===== config.mk =====
export PLATFORM = sky130hd
export DESIGN_NAME = hazard_ctrl
export DESIGN_NICKNAME = d
export VERILOG_FILES = /design/src/rtl/hazard_ctrl.sv
export SDC_FILE = /design/constraint.sdc
export NUM_CORES = 1
export LEC_CHECK = 0
export CORE_UTILIZATION = 30
export DETAILED_ROUTE_END_ITERATION = 7
export GPL_ROUTABILITY_DRIVEN = 0
export GPL_TIMING_DRIVEN = 0
export HOLD_SLACK_MARGIN = 0.05
export PLACE_DENSITY = 0.65
export RECOVER_POWER = 100
export SYNTH_ARGS = -nofsm -noshare
export SYNTH_HDL_FRONTEND = slang
export SYNTH_SLANG_ARGS = --single-unit

===== constraint.sdc =====
create_clock -name clk -period 12.4 [get_ports clk]
set_input_delay 2.48 -clock clk [delete_from_list [all_inputs] [get_ports clk]]
set_output_delay 2.48 -clock clk [all_outputs]
set_load 0.05 [all_outputs]

===== src/rtl/hazard_ctrl.sv =====
// Pipeline sequencer for the 5-stage core: stall/flush control for F/D/E/M/W,
// Execute-stage operand forwarding, MDU/memory wait sequencing and stall/flush statistics.
module hazard_ctrl #(
  parameter int CNT_W    = 32,
  parameter int MDU_MAXW = 64
) (
  input  logic             clk,
  input  logic             rst,
  input  logic [4:0]       rs1_D,
  input  logic [4:0]       rs2_D,
  input  logic [4:0]       rs1_E,
  input  logic [4:0]       rs2_E,
  input  logic [4:0]       rd_E,
  input  logic [4:0]       rd_M,
  input  logic [4:0]       rd_W,
  input  logic             reg_wrE,
  input  logic             reg_wrM,
  input  logic             reg_wrW,
  input  logic             rd_enE,
  input  logic             rd_enM,
  input  logic             wr_enM,
  input  logic             br_takenE,
  input  logic             mdu_startE,
  input  logic             mdu_done,
  input  logic             dmem_ready,
  output logic             stall_F,
  output logic             stall_D,
  output logic             stall_E,
  output logic             stall_M,
  output logic             flush_D,
  output logic             flush_E,
  output logic             flush_M,
  output logic             flush_W,
  output logic [1:0]       fwd_A,
  output logic [1:0]       fwd_B,
  output logic [1:0]       state,
  output logic             timeout_err,
  output logic [CNT_W-1:0] stall_cycles,
  output logic [CNT_W-1:0] flush_count
);

  typedef enum logic [1:0] {RUN = 2'd0, MDU = 2'd1, MEM = 2'd2} state_e;
  localparam int WC_W = $clog2(MDU_MAXW + 1);

  state_e           state_q, state_d;
  logic [WC_W-1:0]  wcnt_q, wcnt_d;
  logic             timeout_q, timeout_d;
  logic [CNT_W-1:0] stall_cnt_q, flush_cnt_q;

  logic memop, load_use, tmo_hit, br_flush;

  assign memop    = (rd_enM | wr_enM) & ~dmem_ready;
  assign load_use = rd_enE & reg_wrE & (rd_E != 5'd0) & ((rd_E == rs1_D) | (rd_E == rs2_D));
  assign tmo_hit  = (wcnt_q >= WC_W'(MDU_MAXW));

  always_ff @(posedge clk or posedge rst) begin
    if (rst) begin
      state_q     <= RUN;
      wcnt_q      <= '0;
      timeout_q   <= 1'b0;
      stall_cnt_q <= '0;
      flush_cnt_q <= '0;
    end else begin
      state_q   <= state_d;
      wcnt_q    <= wcnt_d;
      timeout_q <= timeout_d;
      if (stall_F && (stall_cnt_q != '1)) stall_cnt_q <= stall_cnt_q + 1'b1;
      if (br_flush && (flush_cnt_q != '1)) flush_cnt_q <= flush_cnt_q + 1'b1;
    end
  end

  always_comb begin
    state_d   = state_q;
    wcnt_d    = wcnt_q;
    timeout_d = timeout_q;
    case (state_q)
      RUN: begin
        if (memop) begin
          state_d = MEM;
        end else if (mdu_startE && !mdu_done) begin
          state_d = MDU;
          wcnt_d  = WC_W'(1);
        end
      end
      MEM: if (dmem_ready) state_d = RUN;
      MDU: begin
        if (mdu_done) begin
          state_d = RUN;
        end else if (tmo_hit) begin
          state_d   = RUN;
          timeout_d = 1'b1;
        end else begin
          wcnt_d = wcnt_q + 1'b1;
        end
      end
      default: state_d = RUN;
    endcase
  end

  // Branch flush / load-use bubble apply only in cycles where nothing holds E.
  always_comb begin
    logic bl_en, mdu_hold;
    stall_F  = 1'b0;
    stall_D  = 1'b0;
    stall_E  = 1'b0;
    stall_M  = 1'b0;
    flush_D  = 1'b0;
    flush_E  = 1'b0;
    flush_M  = 1'b0;
    flush_W  = 1'b0;
    br_flush = 1'b0;
    bl_en    = 1'b0;
    mdu_hold = 1'b0;
    case (state_q)
      RUN: begin
        if (memop) begin
          {stall_F, stall_D, stall_E, stall_M, flush_W} = 5'b11111;
        end else if (mdu_startE && !mdu_done) begin
          {stall_F, stall_D, stall_E, flush_M} = 4'b1111;
        end else begin
          bl_en = 1'b1;
        end
      end
      MEM: begin
        if (!dmem_ready) {stall_F, stall_D, stall_E, stall_M, flush_W} = 5'b11111;
        else bl_en = 1'b1;
      end
      MDU: begin
        mdu_hold = !mdu_done && !tmo_hit;
        if (mdu_hold) {stall_F, stall_D, stall_E, flush_M} = 4'b1111;
        if (memop) {stall_F, stall_D, stall_E, stall_M, flush_W} = 5'b11111;
        bl_en = !mdu_hold && !memop;
      end
      default: ;
    endcase
    if (bl_en) begin
      if (br_takenE) begin
        {flush_D, flush_E} = 2'b11;
        br_flush = 1'b1;
      end else if (load_use) begin
        {stall_F, stall_D, flush_E} = 3'b111;
      end
    end
    if (rst) begin
      {stall_F, stall_D, stall_E, stall_M} = 4'b0000;
      {flush_D, flush_E, flush_M, flush_W} = 4'b0000;
      br_flush = 1'b0;
    end
  end

  // A load still in M has no result yet, so only non-load M writes forward.
  always_comb begin
    fwd_A = 2'b00;
    fwd_B = 2'b00;
    if (reg_wrM && !rd_enM && (rd_M != 5'd0) && (rd_M == rs1_E)) fwd_A = 2'b01;
    else if (reg_wrW && (rd_W != 5'd0) && (rd_W == rs1_E))       fwd_A = 2'b10;
    if (reg_wrM && !rd_enM && (rd_M != 5'd0) && (rd_M == rs2_E)) fwd_B = 2'b01;
    else if (reg_wrW && (rd_W != 5'd0) && (rd_W == rs2_E))       fwd_B = 2'b10;
  end

  assign state        = state_q;
  assign timeout_err  = timeout_q;
  assign stall_cycles = stall_cnt_q;
  assign flush_count  = flush_cnt_q;

endmodule

==> results.sh <==
export IMPL_status="finished, violations left"
export IMPL_violations="max-capacitance violations, max-slew violations"
export IMPL_p_sw_share_pct=35.4
export IMPL_p_int_w=0.000472
export IMPL_io_pins=126
export IMPL_numClockSinks=74
export IMPL_vias=3662
export IMPL_synth_top_cell_area_share_pct=43.1
export IMPL_synth_most_common_cell="dfrtp_1"
export IMPL_fin_tns_setup_ns=0
export IMPL_cts_root_buf="clkbuf_16"
export IMPL_ys_flop_type="dfrtp_1"
export IMPL_hold_viol=0
export IMPL_yosysUniqueCellTypes=46
export IMPL_rows=43
export IMPL_slew_viol_final=70
export IMPL_setup_violations_final=0
export IMPL_avgViaCountPerCell=4.90
export IMPL_hold_path_class="register to register"
export IMPL_seq_area_mm2=0.00185
export IMPL_fin_worst_skew_ns=0.00792
export IMPL_drt_total_wl_um=11200
export IMPL_fin_crit_sh_pct=67.2
export IMPL_nets=613
export IMPL_critPathBufInv=5
export IMPL_drt_initial_drc_count=187
export IMPL_dp_hpwl_um=8560
export IMPL_cp_slowest_cell="dlygate4sd3_1"
export IMPL_ys_ff_latch=74
export IMPL_fp_dieH_um=122
export IMPL_grt_pass1_vias=3679
export IMPL_drt_pass1_iter_count=4
export IMPL_grt_setup_unrepaired="false"
export IMPL_grt_pass1_wl_um=18800
export IMPL_start_util_pct=30.8
export IMPL_syn_to_final_growth_pct=39.7
export IMPL_syn_area_mm2=0.00429
export IMPL_setup_ws_ns=4.07
export IMPL_insertion_delay_ns=0.34
export IMPL_track_usage_pct=16.4
export IMPL_critPathTopFamily="buffers and inverters"
export IMPL_portBuffers=125
export IMPL_maxCapViolCount=1
export IMPL_async_flop_share_pct=100
export IMPL_p_comb_share_pct=27.2
export IMPL_synthTopCellsByCount="dfrtp_1 (74), xnor2_1 (49), xor2_1 (41), nand2_1 (36), nor2_1 (33)"
export IMPL_drtAntennaViolNets=0
export IMPL_fillers=1363
export IMPL_p_seq_share_pct=39.2
export IMPL_multi_input_area_mm2=0.00227
export IMPL_route_detailed_wl_per_inst_um=15.0
export IMPL_antenna_cells=0
export IMPL_drc=0
export IMPL_cellLeakagePower_nw=2.71
export IMPL_path_class="input port to primary output"
export IMPL_cts_tree="yes"
export IMPL_synth_area_leaders="dfrtp_1 (43%), xnor2_1 (10%), xor2_1 (8.4%)"
export IMPL_syn_nets=476
export IMPL_cp_end_kind="primary output"
export IMPL_crit_required_ns=9.92
export IMPL_place_ws_ns=4.85
export IMPL_drive_gt1_share_pct=9.68
export IMPL_cts_buffers=9
export IMPL_worst_pin_slew_ns=3.69
export IMPL_core_area_mm2=0.0139
export IMPL_post_cts_setup_buffer_count=0
export IMPL_arrival_ns=5.85
export IMPL_p_clk_share_pct=33.7
export IMPL_hold_buffers=0
export IMPL_cts_buffer_depth=2
export IMPL_clk_pin_slew_ns=0.06
export IMPL_die_area_mm2=0.0148
export IMPL_crit_chain="dlygate4sd3_1, clkinvlp_2, o311a_1, nand4_2, o21bai_1, clkbuf_1, buf_4, dlygate4sd3_1"
export IMPL_netlist_instances=426
export IMPL_yosys_warnings=0
export IMPL_powerDensity_mw_per_mm2=122
export IMPL_cp_start_kind="input port"
export IMPL_gr_total_overflow=0
export IMPL_htreeDepth=3
export IMPL_fin_crit_ns=8.33
export IMPL_grt_max_degree=70
export IMPL_slew_headroom_pct=-146
export IMPL_fp_dieW_um=122
export IMPL_crit_top_cell="dlygate4sd3_1"
export IMPL_synth_avg_cell_area_um2=10.1
export IMPL_post_cts_resized=0
export IMPL_peakVddDrop_uv=99.9
export IMPL_seq_area_frac_synth_pct=43.1
export IMPL_max_freq_ghz=0.120
export IMPL_critPathMaxStageDelay_ns=0.87
export IMPL_synth_edf_count=0
export IMPL_crit_fanout=11
export IMPL_p_sw_w=0.000258
export IMPL_antenna_found_initial=0
export IMPL_synth_top_cell_by_area="dfrtp_1"
==> worst register-to-register path: stages (launching register included) <==
cell	delay [ns]
dfrtp_1	0.38
buf_2	0.17
o21ai_0	0.45
nand4_2	0.14
o21bai_1	0.38
clkbuf_1	0.63
nand3_1	0.21
xnor2_1	0.18
==> power by group through the flow <==
stage	combinational (W)	clock (W)	sequential [W]
3_5_place_dp	0.000212	0	0.000291
4_1_cts	0.000213	0.000254	0.000288
2_1_floorplan	0.0000760	0	0.000345
5_1_grt	0.000213	0.000263	0.000291
3_3_place_gp	0.000208	0	0.000290
6_report	0.000198	0.000246	0.000286
==> placed cells by master (no fill, tap or decap), types with 9 or more instances in the layout <==
cell and count:
and3_1 14, clkbuf_16 9, clkdlybuf4s50_1 43, dfrtp_1 74, dlygate4sd3_1 82, nand2_1 36
nand3_1 29, nand4_1 23, nor2_1 33, nor3_1 10, o21ai_0 12, xnor2_1 49
xor2_1 41
==> per-layer routing <==
metal	track usage (%)	share of wire, %	up-vias
met3	4.03	4.4	26
met4	7.87	2.8	0
met5	0	0	-
li1	-	-	1772
met2	27.5	51	86
met1	19.5	42	1778
==> final cells by class <==
cell class / instances / area share [%]
buffer: 15 / 1.50
clock buffer: 10 / 3.98
clock inverter: 6 / 0.709
inverter: 6 / 0.396
multi-input combinational: 331 / 37.9
sequential: 74 / 30.9
tap: 180 / 3.75
timing repair buffer: 126 / 20.9
==> path summary, 6_finish.rpt <==
check,startpoint,slack [ns],cells after the start,end
setup / recovery,rst,4.07,8,stall_F
hold / removal,timeout_err,0.47,1,timeout_err
setup reg to reg,state[1],9.74,7,stall_cycles[5]
hold reg to reg,timeout_err,0.47,1,timeout_err
max in group asynchronous,rst,6.01,3,flush_count[8]
min in group asynchronous,rst,2.59,2,state[1]
==> registers in the layout, summed over array words and instances, names as in the netlist <==
| signal | cells |
|---|---|
| flush_count | 32 |
| stall_cycles | 32 |
| state | 2 |
| timeout_err | 1 |
| wcnt_q | 7 |
==> logic make-up after synthesis <==
family          Yosys count  synth area share (%)
flops                    74                  43.1
mux                       2                 0.525
buf+inv                  21                  3.35
fa+ha+maj                 3                 0.874
simple gates            206                  28.9
xor+xnor                 90                  18.4
compound gates           30                  4.87
==> through the flow <==
stage                     area [um^2]  hold WS [ns]  power [W]  util [%]  cells
after floorplan                  4290         0.445   0.000421         -    426
after global placement           5770         0.460   0.000498      41.4    731
after detailed placement         5800         0.453   0.000503      41.6    732
after CTS                        6080         0.478   0.000754      43.6    748
after global routing             6000         0.505   0.000767      43.0    748
final                            6000         0.469   0.000730      43.0    748
Note: power is estimated with default switching activity, not from simulation.
